==> src/rtl/lane_tx_serializer.sv <==
// Half-rate transmit serializer for one data lane: WIDTH-bit words in, two bits
// per clk out (even bit to DDR mux 'a', odd bit to 'b'), with a one-word skid buffer.
module lane_tx_serializer #(
    parameter int WIDTH = 16
) (
    input  logic             clk,
    input  logic             rst,
    input  logic             in_valid,
    output logic             in_ready,
    input  logic [WIDTH-1:0] in_data,
    input  logic             in_last,
    output logic             out_even,
    output logic             out_odd,
    output logic             out_valid,
    output logic             out_last,
    output logic             underflow
);

    localparam int BW = $clog2(WIDTH / 2);
    localparam logic [BW-1:0] LAST_BEAT = BW'(WIDTH / 2 - 1);

    typedef enum logic {
        IDLE,
        SHIFT
    } state_t;

    state_t           state;
    state_t           state_next;
    logic [WIDTH-1:0] sr;
    logic [WIDTH-1:0] hold;
    logic [BW-1:0]    beat;
    logic             sr_last;
    logic             hold_last;
    logic             hold_valid;

    logic shifter_free;
    logic load_hold;
    logic load_direct;
    logic fill_hold;

    // A held word always wins over the live input so word order is preserved.
    assign shifter_free = (state == IDLE) || (beat == LAST_BEAT);
    assign load_hold    = shifter_free && hold_valid;
    assign load_direct  = shifter_free && !hold_valid && in_valid;
    assign fill_hold    = !shifter_free && in_valid && !hold_valid;
    assign in_ready     = !hold_valid && !rst;

    always_ff @(posedge clk) begin
        if (rst) begin
            state <= IDLE;
        end else begin
            state <= state_next;
        end
    end

    always_comb begin
        state_next = state;
        if (shifter_free) begin
            state_next = (load_hold || load_direct) ? SHIFT : IDLE;
        end
    end

    always_ff @(posedge clk) begin
        if (rst) begin
            sr         <= '0;
            beat       <= '0;
            sr_last    <= 1'b0;
            hold       <= '0;
            hold_last  <= 1'b0;
            hold_valid <= 1'b0;
            underflow  <= 1'b0;
        end else begin
            if (load_hold) begin
                sr         <= hold;
                sr_last    <= hold_last;
                beat       <= '0;
                hold_valid <= 1'b0;
            end else if (load_direct) begin
                sr      <= in_data;
                sr_last <= in_last;
                beat    <= '0;
            end else if (shifter_free) begin
                // Running dry after a word not tagged last means the stream starved.
                sr   <= '0;
                beat <= '0;
                if (state == SHIFT && !sr_last) begin
                    underflow <= 1'b1;
                end
            end else begin
                sr   <= sr >> 2;
                beat <= beat + 1'b1;
            end

            if (fill_hold) begin
                hold       <= in_data;
                hold_last  <= in_last;
                hold_valid <= 1'b1;
            end
        end
    end

    assign out_even  = sr[0];
    assign out_odd   = sr[1];
    assign out_valid = (state == SHIFT);
    assign out_last  = (state == SHIFT) && sr_last && (beat == LAST_BEAT);

endmodule

==> config.mk <==
export PLATFORM = sky130hd
export DESIGN_NAME = lane_tx_serializer
export DESIGN_NICKNAME = d
export VERILOG_FILES = /design/src/rtl/lane_tx_serializer.sv
export SDC_FILE = /design/constraint.sdc
export NUM_CORES = 1
export LEC_CHECK = 0
export BUFFER_PORTS_ARGS = -buffer_cell sky130_fd_sc_hd__buf_4
export CAP_MARGIN = 20
export CORE_MARGIN = 2
export CORE_UTILIZATION = 54
export CTS_CLUSTER_SIZE = 40
export DETAILED_ROUTE_END_ITERATION = 7
export HOLD_SLACK_MARGIN = 0.08
export PLACE_DENSITY = 0.85
export SLEW_MARGIN = 20
export SYNTH_ARGS = -nofsm -noshare
export SYNTH_HDL_FRONTEND = slang
export SYNTH_SLANG_ARGS = --single-unit
==> constraint.sdc <==
create_clock -name clk -period 1.79 [get_ports clk]
set_input_delay 0.358 -clock clk [delete_from_list [all_inputs] [get_ports clk]]
set_output_delay 0.358 -clock clk [all_outputs]
set_load 0.1 [all_outputs]
# Word-level counts from Yosys, hierarchy flattened
# Cells that the tools add are included.
classes:
  bitwise_logic: 3
  n_eq_ne: 1
  n_reduce_logical: 19
  muxes: 8
  add_sub_neg: 1
ops:
  columns: ["op", "count"]
  rows:
  - ["2-to-1 mux 16 bit", 2]
  - ["2-to-1 mux 14 bit", 1]
  - ["logical AND 1 bit", 9]
  - ["2-to-1 mux 1 bit", 5]
  - ["logical NOT 1 bit", 4]
  - ["AND reduction 4 bit", 1]
  - ["nonzero test 2 bit", 2]
  - ["OR reduction 4 bit", 1]
  - ["adder 3 x 1 -> 3 bit, second input constant", 1]
  - ["equality test 3 bit, second input constant", 1]
  - ["inverter 1 bit", 3]
  - ["logical OR 1 bit", 2]
totals:
  out_inout_bits: 6
  reg_bits: 40
  word_cells: 40
  input_bits: 20

# Longest topological paths before layout
depth:
  ltp_word: 6
  mapped_depth: 7
  mapped_depth_nobuf: 5

# Least setup slack after synthesis
# OpenSTA, ideal clock, no wires.
synth_timing:
  path_kind: "register to output"
  startpoint: "register state (netlist: out_valid)"
  endpoint: "output out_last"
  arrival_time_ns: 1.922
  path_buffers: 0
  path_stages_with_launch: 2
  setup_slack_ns: -0.490
  t_required_ns: 1.432
  path_cell_list: "dfxtp_1 -> and3_1"
synth_via:
  elab_chain_cells: 2
synth_lines:
  columns: ["element", "line_no", "source"]
  rows:
  - ["start: declaration", "27", "state_t state;"]
  - ["start signal: assignment", "52", "state <= state_next;"]
  - ["logical AND 1 bit (2 in series)", "105", "assign out_last = (state == SHIFT) && sr_last && (beat == LAST_BEAT);"]
  - ["end: declaration", "15", "output logic out_last,"]
# No other way between the ends.

# Worst setup path after layout
layout_timing:
  startpoint: "register beat[0]"
  endpoint: "output out_last"
layout_via:
  elab_chain_cells: 2
layout_lines:
  columns: ["element", "line_no", "source"]
  rows:
  - ["start: declaration", "31", "logic [BW-1:0] beat;"]
  - ["start signal: assignment", "91", "beat <= beat + 1'b1;"]
  - ["equality test 3 bit", "105", null]
  - ["logical AND 1 bit", "105", null]
# No other way between the ends.

==> flow_summary_export.csv <==
group,metric,value,unit
global_route,overflow,0,
sta,min_period,1.74,ns
global_route,grt_max_degree,24,
setup_path,max_stage_delay,0.35,ns
power,leakagePower,0.000720,uW
setup_path,crit_fanout,2,
routing,wl_per_cell,14.8,um
routing,firstDrtPassIters,4,
finish,num-nets-final,239,
sta,fin_ws,0.0470,ns
die,start_util,57.6,%
routing,vias,1440,
power,pwr-share-comb,13.9,%
clock_tree,clock_sinks,40,
die,core-area,0.00278,mm^2
routing,drc,0,
global_route,antenna_found_initial,0,
min_path,min_path_type,"input pin to flop",
logic_synthesis,synth_fp_nets,213,
sta,timing_max_transition_violations_final,0,
finish,syn_to_final_growth,20.0,%
setup_path,worst-path-buf-inv,1,
placed_design,dp_slack,0.214,ns
logic_synthesis,syn_inst,191,
logic_synthesis,synth_cell_types,27,
sta,timing.final.crit_share,97.4,%
setup_path,cp.required,1.43,ns
global_route,grt_pass1_wl,6060,um
finish,final_common_cell,"nand2_1",
status,outcome,"completed",
setup_path,critPathSlowestCell,"dfxtp_2",
logic_synthesis,synth_top_area_cell,"dfxtp_1",
routing,wl,3670,um
sta,worst_slew_pin_slew,0.320,ns
logic_synthesis,ys_seq_area_share,50.0,%
finish,antennaDiodeCount,0,
die,dieArea,0.00342,mm^2
power,cellPowerDensity,931,mW/mm^2
placed_design,io_buffer_count,25,
clock_tree,root_buffer,"clkbuf_4",
setup_path,critical_path_class,"flop to primary output",
routing,drt_iter0_markers,95,
setup_path,path_cells,"ha_2 > ha_4 > and3_4 > buf_12",
power,intPower,1320,uW
logic_synthesis,yosys_warnings,0,
placed_design,place.gp.congestion,0.828,
die,die_w,58.5,um
setup_path,critPathTopFamily,"flip-flops",
logic_synthesis,synthTopCellsByArea,"dfxtp_1, nand2_1, nand3_1",
die,rows,19,
finish,layout_common_cells,"nand2_1, dfxtp_1, buf_4",
clock_tree,cts_buffer_depth,2,
sta,fmax,0.574,GHz
setup_path,critPathCaptureType,"primary output",
die,top_level_ports,26,
logic_synthesis,synth_top_area_share,50.0,%
finish,finalNonFillerCells,249,
logic_synthesis,avgSynthCellArea,8.39,um^2
clock_tree,cts_hold_buffers,0,
run,cap_violations,0,
power,power.switching,475,uW
clock_tree,clk_latency,0.35,ns
sta,hold_viol,0,
setup_path,worstSetupStartpointType,"flop",
clock_tree,clkTransAtPathRegs,0.12,ns
clock_tree,cts_made_buffers,5,
global_route,grt_pass1_vias,1369,
placed_design,placedCellCount,240,
sta,slew_headroom,78.7,%
sta,fin_worst_skew,0.00454,ns
finish,drive_above_1_share,23.4,%
clock_tree,cts_tree,"done",
global_route,grtUsageTotal,24.0,%
power,sw_frac_of_total,26.5,%
sta,setup_viol,0,
placed_design,dp_hpwl,2420,um
logic_synthesis,ys_ff_latch,40,
routing,detail-route-antenna-nets,0,
power,pwr-share-seq,53.4,%
clock_tree,cts_max_level,2,
setup_path,arrival,1.38,ns
die,die_h,58.5,um
routing,viasPerCell,5.78,
power,ir_drop,1.11,mV
power,clockPowerShare,32.7,%
logic_synthesis,syn_area,0.00160,mm^2
## Yosys cell counts (all sizes together)
cell and number:
and2b 2, nand4bb 1, nor2 6, and4bb 1, a21oi 18, nand2b 1
a2111oi 1, nor3b 2, nand2 48, ha 2, buf 12, or2b 1
nor3 5, o22ai 1, nand3 26, a31oi 12, a211oi 2, dfxtp 40
clkbuf 4, a221oi 2, a41oi 1, and3 1, inv 2
## kinds of logic (layout without fill, tap and decap cells)
family                   Yosys count  after routing  synth area share, %
AO/OA/AOI/OAI                     37             37                 14.8
adder cells (fa/ha/maj)            2              2                 1.56
buffers and inverters             18             45                 6.71
flip-flops                        40             40                 50.0
AND/OR/NAND/NOR                   94             94                 26.9
## through the flow
step | instance area, um^2 | total power, uW | TNS [ns] | util [%] | hold slack, ns
2_1_floorplan | 1610 | 1140 | 0 | - | 0.408
3_3_place_gp | 1810 | 1210 | 0 | 65.0 | 0.415
3_5_place_dp | 1810 | 1220 | 0 | 65.0 | 0.436
4_1_cts | 1910 | 1800 | 0 | 68.7 | 0.238
5_1_grt | 1920 | 1880 | -0.00718 | 69.1 | 0.228
6_report | 1920 | 1790 | 0 | 69.1 | 0.246
## state kept, by name, indices dropped and copies added, names as in the netlist
signal,cells
out_valid,1
hold_valid,1
sr_last,1
underflow,1
beat,3
hold,16
hold_last,1
sr,16
## power by group through the flow
stage	Combinational, uW	Sequential (uW)	Clock (uW)
2_1_floorplan	143	999	0
3_3_place_gp	240	972	0
3_5_place_dp	248	974	0
4_1_cts	250	955	592
5_1_grt	271	961	647
6_report	250	956	586
## final timing paths
kind / start / to / slack (ns) / cells after the start
worst max register to register: beat[0] / sr[6] / 0.12 / 7
worst max-delay path: beat[0] / out_last / 0.05 / 4
worst min register to register: beat[0] / beat[0] / 0.42 / 1
worst min-delay path: in_data[13] / hold[13] / 0.25 / 3
## tightest hold or removal path, delay by kind of cell
family,cells,cell delay [ns]
compound gates,1,0.05
buf+inv,1,0.11
simple gates,1,0.05
## timing repair
item / CTS / global route
endpoints found under the hold margin: 0 / 0
gates resized for setup: 6 / 2
buffers inserted: 1 / 0
endpoints found under the setup margin: 1 / 2
## metal layers
layer / wire, um / vias to the layer above / track usage [%]
li1: - / 711 / -
met1: 1600 / 663 / 27.6
met4: 87 / 0 / 13.3
met3: 257 / 13 / 7.03
met5: 0 / - / 0
met2: 1730 / 53 / 39.6
## area by class of cell
class	count	area, um^2
Clock inverter	2	35.0
Fill cell	221	858
Inverter	2	7.51
Sequential cell	40	803
Timing Repair Buffer	35	275
Clock buffer	6	41.3
Multi-Input combinational cell	133	722
Tap cell	31	38.8
Note: power is estimated with default switching activity, not from simulation.
